[config.mk]
export PLATFORM = sky130hd
export DESIGN_NAME = id_hazard_ctrl_flat
export DESIGN_NICKNAME = d
export VERILOG_FILES = /design/src/rtl/id_hazard_ctrl_if.sv /design/src/rtl/id_hazard_ctrl.sv /design/src/flat_wrapper.sv
export SDC_FILE = /design/constraint.sdc
export NUM_CORES = 1
export LEC_CHECK = 0
export BUFFER_PORTS_ARGS = -buffer_cell sky130_fd_sc_hd__buf_2
export CORE_MARGIN = 1.5
export CORE_UTILIZATION = 45
export CTS_BUF_LIST = sky130_fd_sc_hd__clkbuf_4 sky130_fd_sc_hd__clkbuf_8
export CTS_CLUSTER_DIAMETER = 120
export CTS_CLUSTER_SIZE = 20
export DETAILED_ROUTE_END_ITERATION = 8
export PLACE_DENSITY = 0.74
export SETUP_SLACK_MARGIN = 0.3
export SYNTH_ARGS = -nofsm -noshare
export SYNTH_HDL_FRONTEND = slang
export SYNTH_SLANG_ARGS = --single-unit
[constraint.sdc]
create_clock -name clk -period 4.2 [get_ports clk]
set_clock_uncertainty 0.2 [all_clocks]
set_input_delay 0.84 -clock clk [delete_from_list [all_inputs] [get_ports clk]]
set_output_delay 0.84 -clock clk [all_outputs]
set_load 0.02 [all_outputs]
[src/rtl/id_hazard_ctrl_if.sv]
// Shared types and the decode-hazard bundle: pipeline stage info,
// cache stalls and flush request in; forward/NOP/load/flush/counters out.
package id_hazard_ctrl_pkg;

    typedef enum logic [2:0] {
        FWD_ID      = 3'd0,
        FWD_EX      = 3'd1,
        FWD_MEM_ALU = 3'd2,
        FWD_MEM_LD  = 3'd3,
        FWD_WB_ALU  = 3'd4,
        FWD_WB_LD   = 3'd5
    } fwd_sel_t;

    typedef fwd_sel_t forwardingmux3_sel_t;
    typedef fwd_sel_t forwardingmux4_sel_t;

    typedef enum logic {
        CTRL_ZERO   = 1'b0,
        CTRL_NORMAL = 1'b1
    } controlmux_sel_t;

    localparam logic [6:0] OP_BR   = 7'b1100011;
    localparam logic [6:0] OP_JALR = 7'b1100111;

endpackage

interface id_hazard_ctrl_if #(
    parameter int CNT_W = 32
);
    import id_hazard_ctrl_pkg::*;

    logic [6:0]          id_opcode_i;
    logic [4:0]          id_rs1_i;
    logic [4:0]          id_rs2_i;
    logic [4:0]          ex_rd_i;
    logic                ex_load_regfile_i;
    logic                ex_mem_read_i;
    logic [4:0]          mem_rd_i;
    logic                mem_load_regfile_i;
    logic                mem_mem_read_i;
    logic [4:0]          wb_rd_i;
    logic                wb_load_regfile_i;
    logic                wb_mem_read_i;
    logic                icache_stall_i;
    logic                dcache_stall_i;
    logic                id_flush_req_i;
    forwardingmux3_sel_t forwardD_o;
    forwardingmux4_sel_t forwardE_o;
    controlmux_sel_t     controlmux_sel_o;
    logic                pc_load_o;
    logic                if_id_load_o;
    logic                pipe_load_o;
    logic                if_id_flush_o;
    logic [CNT_W-1:0]    stall_cnt_o;
    logic [CNT_W-1:0]    flush_cnt_o;

    modport slave (
        input  id_opcode_i, id_rs1_i, id_rs2_i,
        input  ex_rd_i, ex_load_regfile_i, ex_mem_read_i,
        input  mem_rd_i, mem_load_regfile_i, mem_mem_read_i,
        input  wb_rd_i, wb_load_regfile_i, wb_mem_read_i,
        input  icache_stall_i, dcache_stall_i, id_flush_req_i,
        output forwardD_o, forwardE_o, controlmux_sel_o,
        output pc_load_o, if_id_load_o, pipe_load_o,
        output if_id_flush_o, stall_cnt_o, flush_cnt_o
    );

    modport master (
        output id_opcode_i, id_rs1_i, id_rs2_i,
        output ex_rd_i, ex_load_regfile_i, ex_mem_read_i,
        output mem_rd_i, mem_load_regfile_i, mem_mem_read_i,
        output wb_rd_i, wb_load_regfile_i, wb_mem_read_i,
        output icache_stall_i, dcache_stall_i, id_flush_req_i,
        input  forwardD_o, forwardE_o, controlmux_sel_o,
        input  pc_load_o, if_id_load_o, pipe_load_o,
        input  if_id_flush_o, stall_cnt_o, flush_cnt_o
    );

endinterface

[src/rtl/id_hazard_ctrl.sv]
// Decode-stage hazard/forwarding controller: forward selects, load-use
// bubble, cache-miss freeze with deferred flush, saturating counters.
module id_hazard_ctrl
    import id_hazard_ctrl_pkg::*;
#(
    parameter int CNT_W = 32
) (
    input logic           clk,
    input logic           rst,
    id_hazard_ctrl_if.slave bus
);

    typedef enum logic [1:0] {
        RUN      = 2'd0,
        LU_STALL = 2'd1,
        FREEZE   = 2'd2
    } state_t;

    localparam logic [CNT_W-1:0] CNT_ONE =
        {{(CNT_W-1){1'b0}}, 1'b1};

    state_t           state_q, state_d;
    logic             pending_q, pending_d;
    logic [CNT_W-1:0] stall_cnt_q, stall_cnt_d;
    logic [CNT_W-1:0] flush_cnt_q, flush_cnt_d;

    logic      rs1_used, rs2_used;
    logic      frz, lu;
    fwd_sel_t  fwd1, fwd2;
    logic      ctrl_zero;
    logic      pc_ld, ifid_ld, pipe_ld;
    logic      flush;
    logic      stall_inc;

    function automatic fwd_sel_t fwd_pick(
        input logic [4:0] src,
        input logic       used
    );
        fwd_sel_t s;
        s = FWD_ID;
        if (!used || src == 5'd0) begin
            s = FWD_ID;
        end else if (bus.ex_load_regfile_i &&
                     !bus.ex_mem_read_i &&
                     bus.ex_rd_i == src) begin
            s = FWD_EX;
        end else if (bus.mem_load_regfile_i &&
                     bus.mem_rd_i == src) begin
            s = bus.mem_mem_read_i ? FWD_MEM_LD
                                   : FWD_MEM_ALU;
        end else if (bus.wb_load_regfile_i &&
                     bus.wb_rd_i == src) begin
            s = bus.wb_mem_read_i ? FWD_WB_LD
                                  : FWD_WB_ALU;
        end
        return s;
    endfunction

    always_comb begin
        rs1_used = (bus.id_opcode_i == OP_BR) ||
                   (bus.id_opcode_i == OP_JALR);
        rs2_used = (bus.id_opcode_i == OP_BR);
        fwd1 = fwd_pick(bus.id_rs1_i, rs1_used);
        fwd2 = fwd_pick(bus.id_rs2_i, rs2_used);
        frz  = bus.icache_stall_i | bus.dcache_stall_i;
        lu   = bus.ex_mem_read_i && (bus.ex_rd_i != 5'd0) &&
               ((rs1_used && bus.ex_rd_i == bus.id_rs1_i) ||
                (rs2_used && bus.ex_rd_i == bus.id_rs2_i));
    end

    // A cache stall freezes the pipe in the same cycle it is seen,
    // whatever the registered state; the FREEZE state then marks the
    // next unstalled cycle as the one that releases a held flush.
    always_comb begin
        state_d   = state_q;
        pending_d = pending_q;
        ctrl_zero = 1'b0;
        pc_ld     = 1'b1;
        ifid_ld   = 1'b1;
        pipe_ld   = 1'b1;
        flush     = 1'b0;
        stall_inc = 1'b0;
        if (frz) begin
            state_d   = FREEZE;
            pending_d = pending_q | bus.id_flush_req_i;
            pc_ld     = 1'b0;
            ifid_ld   = 1'b0;
            pipe_ld   = 1'b0;
            stall_inc = 1'b1;
        end else begin
            unique case (state_q)
                LU_STALL: begin
                    // branch operands were stale: no flush
                    state_d   = RUN;
                    pending_d = 1'b0;
                end
                RUN, FREEZE: begin
                    pending_d = 1'b0;
                    if (lu) begin
                        state_d   = LU_STALL;
                        ctrl_zero = 1'b1;
                        pc_ld     = 1'b0;
                        ifid_ld   = 1'b0;
                        stall_inc = 1'b1;
                        flush     = pending_q;
                    end else begin
                        state_d = RUN;
                        flush   = pending_q |
                                  bus.id_flush_req_i;
                    end
                end
                default: begin
                    state_d   = RUN;
                    pending_d = 1'b0;
                end
            endcase
        end
    end

    always_comb begin
        stall_cnt_d = stall_cnt_q;
        flush_cnt_d = flush_cnt_q;
        if (stall_inc && stall_cnt_q != '1) begin
            stall_cnt_d = stall_cnt_q + CNT_ONE;
        end
        if (flush && flush_cnt_q != '1) begin
            flush_cnt_d = flush_cnt_q + CNT_ONE;
        end
    end

    always_ff @(posedge clk or posedge rst) begin
        if (rst) begin
            state_q     <= RUN;
            pending_q   <= 1'b0;
            stall_cnt_q <= '0;
            flush_cnt_q <= '0;
        end else begin
            state_q     <= state_d;
            pending_q   <= pending_d;
            stall_cnt_q <= stall_cnt_d;
            flush_cnt_q <= flush_cnt_d;
        end
    end

    assign bus.forwardD_o = rst ? FWD_ID : fwd1;
    assign bus.forwardE_o = rst ? FWD_ID : fwd2;
    assign bus.controlmux_sel_o =
        (ctrl_zero && !rst) ? CTRL_ZERO : CTRL_NORMAL;
    assign bus.pc_load_o     = pc_ld | rst;
    assign bus.if_id_load_o  = ifid_ld | rst;
    assign bus.pipe_load_o   = pipe_ld | rst;
    assign bus.if_id_flush_o = flush & ~rst;
    assign bus.stall_cnt_o   = stall_cnt_q;
    assign bus.flush_cnt_o   = flush_cnt_q;

endmodule

[src/flat_wrapper.sv]
// flat-port wrapper written by rule: the top's interface ports become plain ports
module id_hazard_ctrl_flat import id_hazard_ctrl_pkg::*;
#(
    parameter int CNT_W = 32
)
  (clk, rst, bus_id_opcode_i, bus_id_rs1_i, bus_id_rs2_i, bus_ex_rd_i, bus_ex_load_regfile_i, bus_ex_mem_read_i, bus_mem_rd_i, bus_mem_load_regfile_i, bus_mem_mem_read_i, bus_wb_rd_i, bus_wb_load_regfile_i, bus_wb_mem_read_i, bus_icache_stall_i, bus_dcache_stall_i, bus_id_flush_req_i, bus_forwardD_o, bus_forwardE_o, bus_controlmux_sel_o, bus_pc_load_o, bus_if_id_load_o, bus_pipe_load_o, bus_if_id_flush_o, bus_stall_cnt_o, bus_flush_cnt_o);
  id_hazard_ctrl_if #(.CNT_W(CNT_W)) bus_i ();
  input logic clk;
  input logic rst;
  input wire logic [$bits(bus_i.id_opcode_i)-1:0] bus_id_opcode_i;
  input wire logic [$bits(bus_i.id_rs1_i)-1:0] bus_id_rs1_i;
  input wire logic [$bits(bus_i.id_rs2_i)-1:0] bus_id_rs2_i;
  input wire logic [$bits(bus_i.ex_rd_i)-1:0] bus_ex_rd_i;
  input wire logic [$bits(bus_i.ex_load_regfile_i)-1:0] bus_ex_load_regfile_i;
  input wire logic [$bits(bus_i.ex_mem_read_i)-1:0] bus_ex_mem_read_i;
  input wire logic [$bits(bus_i.mem_rd_i)-1:0] bus_mem_rd_i;
  input wire logic [$bits(bus_i.mem_load_regfile_i)-1:0] bus_mem_load_regfile_i;
  input wire logic [$bits(bus_i.mem_mem_read_i)-1:0] bus_mem_mem_read_i;
  input wire logic [$bits(bus_i.wb_rd_i)-1:0] bus_wb_rd_i;
  input wire logic [$bits(bus_i.wb_load_regfile_i)-1:0] bus_wb_load_regfile_i;
  input wire logic [$bits(bus_i.wb_mem_read_i)-1:0] bus_wb_mem_read_i;
  input wire logic [$bits(bus_i.icache_stall_i)-1:0] bus_icache_stall_i;
  input wire logic [$bits(bus_i.dcache_stall_i)-1:0] bus_dcache_stall_i;
  input wire logic [$bits(bus_i.id_flush_req_i)-1:0] bus_id_flush_req_i;
  output wire logic [$bits(bus_i.forwardD_o)-1:0] bus_forwardD_o;
  output wire logic [$bits(bus_i.forwardE_o)-1:0] bus_forwardE_o;
  output wire logic [$bits(bus_i.controlmux_sel_o)-1:0] bus_controlmux_sel_o;
  output wire logic [$bits(bus_i.pc_load_o)-1:0] bus_pc_load_o;
  output wire logic [$bits(bus_i.if_id_load_o)-1:0] bus_if_id_load_o;
  output wire logic [$bits(bus_i.pipe_load_o)-1:0] bus_pipe_load_o;
  output wire logic [$bits(bus_i.if_id_flush_o)-1:0] bus_if_id_flush_o;
  output wire logic [$bits(bus_i.stall_cnt_o)-1:0] bus_stall_cnt_o;
  output wire logic [$bits(bus_i.flush_cnt_o)-1:0] bus_flush_cnt_o;
  assign bus_i.id_opcode_i = bus_id_opcode_i;
  assign bus_i.id_rs1_i = bus_id_rs1_i;
  assign bus_i.id_rs2_i = bus_id_rs2_i;
  assign bus_i.ex_rd_i = bus_ex_rd_i;
  assign bus_i.ex_load_regfile_i = bus_ex_load_regfile_i;
  assign bus_i.ex_mem_read_i = bus_ex_mem_read_i;
  assign bus_i.mem_rd_i = bus_mem_rd_i;
  assign bus_i.mem_load_regfile_i = bus_mem_load_regfile_i;
  assign bus_i.mem_mem_read_i = bus_mem_mem_read_i;
  assign bus_i.wb_rd_i = bus_wb_rd_i;
  assign bus_i.wb_load_regfile_i = bus_wb_load_regfile_i;
  assign bus_i.wb_mem_read_i = bus_wb_mem_read_i;
  assign bus_i.icache_stall_i = bus_icache_stall_i;
  assign bus_i.dcache_stall_i = bus_dcache_stall_i;
  assign bus_i.id_flush_req_i = bus_id_flush_req_i;
  assign bus_forwardD_o = bus_i.forwardD_o;
  assign bus_forwardE_o = bus_i.forwardE_o;
  assign bus_controlmux_sel_o = bus_i.controlmux_sel_o;
  assign bus_pc_load_o = bus_i.pc_load_o;
  assign bus_if_id_load_o = bus_i.if_id_load_o;
  assign bus_pipe_load_o = bus_i.pipe_load_o;
  assign bus_if_id_flush_o = bus_i.if_id_flush_o;
  assign bus_stall_cnt_o = bus_i.stall_cnt_o;
  assign bus_flush_cnt_o = bus_i.flush_cnt_o;
  id_hazard_ctrl #(.CNT_W(CNT_W)) u_core (.clk(clk), .rst(rst), .bus(bus_i));
endmodule
==> flow_summary.json <==
{
  "drive_above_1_share_pct": 29.8,
  "crit_type": "in2out",
  "r2r_start": "u_core.bus.stall_cnt_o[0]$_DFFE_PP0P_",
  "drc": 0,
  "hp-class": "reg2reg",
  "power_leakage_nw": 2.20,
  "switching_share_pct": 35.4,
  "hold_viol_final": 0,
  "r2r_setup_slack_ps": 880,
  "cts.htree.levels": 3,
  "cts_buffers": 9,
  "postCtsSetupBuffers": 0,
  "cp.arrival_ps": 2400,
  "pin_count": 118,
  "grt_antenna_before_repair": 0,
  "min_from": "u_core.bus.flush_cnt_o[31]$_DFFE_PP0P_",
  "path_clk_slew_ps": 60,
  "setup_violations": 0,
  "ant_nets": 0,
  "max_freq_mhz": 291,
  "grt.total_usage_pct": 20.7,
  "syn_to_final_growth_pct": 23.8,
  "cts.path.max_buffers": 2,
  "n_antenna_cell": 0,
  "power_frac_clock_pct": 27.9,
  "first_iter_violations": 111,
  "placed_cells": 605,
  "cts_resized": 0,
  "dieArea_mm2": 0.00884,
  "synth_seq_cells": 66,
  "ys_seq_area_share_pct": 44.3,
  "tightestPinTransition_ps": 993,
  "synthCells": 389,
  "p_sw_w": 0.000670,
  "rsz0062_at_grt": "false",
  "utilization_pct": 56.8,
  "clock-root-buffer": "clkbuf_8",
  "endpoint_kind": "output port",
  "routed_wl_um": 8740,
  "core_area_mm2": 0.00813,
  "hpwlAfterDp_um": 6610,
  "path_max_fanout": 6,
  "grt_pass1_wl_um": 14500,
  "wl_per_cell_um": 14.1,
  "die_h_um": 94.0,
  "pwr_density_cell_mw_per_mm2": 410,
  "cts_num_sinks": 66,
  "status": "finished clean",
  "async_flop_share_pct": 100,
  "rr_endpoint": "u_core.bus.stall_cnt_o[10]$_DFFE_PP0P_",
  "num_rows": 33,
  "ys_warn_count": 0,
  "maxCapViolations": 0,
  "relSlewSlack_pct": 33.8,
  "ir_drop_uv": 304,
  "cp-start-kind": "input port",
  "grt_max_degree": 67,
  "die_w_um": 94.0,
  "dpl_cell_area_mm2": 0.00442,
  "fillCellCount": 722,
  "whs_ps": 289,
  "synthesis.nets": 434,
  "numPortBuffers": 117,
  "slew_violations": 0,
  "clk_latency_ps": 340,
  "min_to": "u_core.bus.flush_cnt_o[31]$_DFFE_PP0P_",
  "cts_tree": "built",
  "cts_hold_buf": 0,
  "final.setup.tns_ps": 0,
  "gp_congestion": 0.992,
  "combPwrFrac_pct": 26.3,
  "synthFlopType": "dfrtp_1",
  "min_period_over_period_pct": 81.9,
  "final_cells": 621,
  "intPower_w": 0.00122,
  "vias_per_cell": 5.29,
  "vias": 3284,
  "required_ps": 3160,
  "initial_utilization_pct": 45.9,
  "fin_nets": 556,
  "avgSynthCellArea_um2": 9.59,
  "synth_edf_count": 0,
  "synth_cell_types": 41,
  "grt_pass1_vias": 3173,
  "fin_area_mm2": 0.00462,
  "pwr-share-seq_pct": 45.8,
  "gr-total-overflow": 0,
  "hold_depth": 1,
  "dr.pass1.iters": 4,
  "finalCriticalPeriod_ps": 3440,
  "reg2reg_depth": 9,
  "syn_area_mm2": 0.00373
}
## how the worst max path moves through the flow
stage	slack [ps]	depth (start not counted)	end	startpoint
2_1_floorplan	690	3	bus_pc_load_o	rst
3_3_place_gp	810	8	u_core.bus.stall_cnt_o[15]$_DFFE_PP0P_	bus_id_rs1_i[0]
3_5_place_dp	700	8	u_core.bus.stall_cnt_o[15]$_DFFE_PP0P_	bus_id_rs1_i[4]
4_1_cts	760	8	bus_pc_load_o	bus_id_rs1_i[4]
5_1_grt	550	8	bus_if_id_load_o	bus_id_rs1_i[4]
6_report	760	7	bus_controlmux_sel_o	bus_id_rs1_i[4]
## final cells by class
type / count / area (µm²) / area share [%]
well taps: 105 / 131 / 2.84
flip-flops and latches: 66 / 1650 / 35.8
clock buffers: 11 / 145 / 3.14
multi-input cells: 295 / 1950 / 42.3
inverters: 19 / 75.1 / 1.63
clock inverters: 5 / 53.8 / 1.16
repair buffers: 120 / 608 / 13.2
## flip-flops by register name, indices dropped and copies added (netlist names)
name	cells
u_core.bus.flush_cnt_o	32
u_core.bus.stall_cnt_o	32
u_core.pending_q	1
u_core.state_q	1
## metal layers
layer | global-route usage (%) | vias up | share of wire, %
met3 | 6.15 | 16 | 5.4
met4 | 5.60 | 0 | 1.4
li1 | - | 1577 | -
met2 | 33.3 | 108 | 49
met1 | 27.3 | 1583 | 44
met5 | 0 | - | 0
## cells by family after synthesis
group / after synthesis / synth area share, %
buffers and inverters: 28 / 3.35
XOR/XNOR: 89 / 20.9
flip-flops: 66 / 44.3
AO/OA/AOI/OAI: 13 / 2.21
adder cells (fa/ha/maj): 2 / 0.671
AND/OR/NAND/NOR: 187 / 27.4
multiplexers: 4 / 1.17
## Yosys cell counts (all sizes together), types with 2 or more instances
| cell type | number | area (µm²) |
|---|---|---|
| nand4 | 8 | 50.1 |
| ha | 2 | 25.0 |
| and4 | 5 | 43.8 |
| dfrtp | 66 | 1650 |
| and3 | 4 | 25.0 |
| a21oi | 2 | 10.0 |
| o21ai | 7 | 38.8 |
| buf | 7 | 46.3 |
| nor4 | 19 | 153 |
| nor2b | 3 | 18.8 |
| clkbuf | 2 | 7.51 |
| xor2 | 64 | 561 |
| nor2 | 36 | 135 |
| nand3 | 27 | 135 |
| and4b | 2 | 20.0 |
| nor3 | 37 | 210 |
| nand2b | 2 | 12.5 |
| inv | 18 | 67.6 |
| or2 | 4 | 25.0 |
| nand2 | 29 | 109 |
| or4 | 5 | 41.3 |
| mux2 | 3 | 33.8 |
| or3 | 5 | 36.3 |
| xnor2 | 25 | 219 |
## cell usage in the layout, fill, tap and decap left out, types with 5 or more instances in the layout
cell,instances
buf_2,117
xnor2_1,25
clkbuf_8,10
inv_1,17
nand4_1,8
and4_1,5
nand3_1,27
nor3_2,5
nor4_1,15
o21ai_0,5
xor2_1,64
nand2_1,29
dfrtp_1,66
nor2_1,36
nor3_1,32
## power groups by stage
stage          combinational [W]  clock (W)  sequential, W
6_report                0.000497   0.000529       0.000866
5_1_grt                 0.000546   0.000585       0.000884
4_1_cts                 0.000502   0.000548       0.000865
3_5_place_dp            0.000500          0       0.000877
3_3_place_gp            0.000492          0       0.000868
2_1_floorplan           0.000207          0       0.000977
## stage by stage
stage                     power, W  setup WS [ps]
final                      0.00189            762
after CTS                  0.00192            763
after detailed placement   0.00138            696
after global placement     0.00136            806
after global routing       0.00202            546
after floorplan            0.00118            689
## critical path, cell delays in order
cell and delay, ps:
buf_2 130, xnor2_1 210, nand3_1 130, nor3_1 330, o21ai_2 160, or4_1 420, buf_2 180
Power figures use the tool's default switching activity.
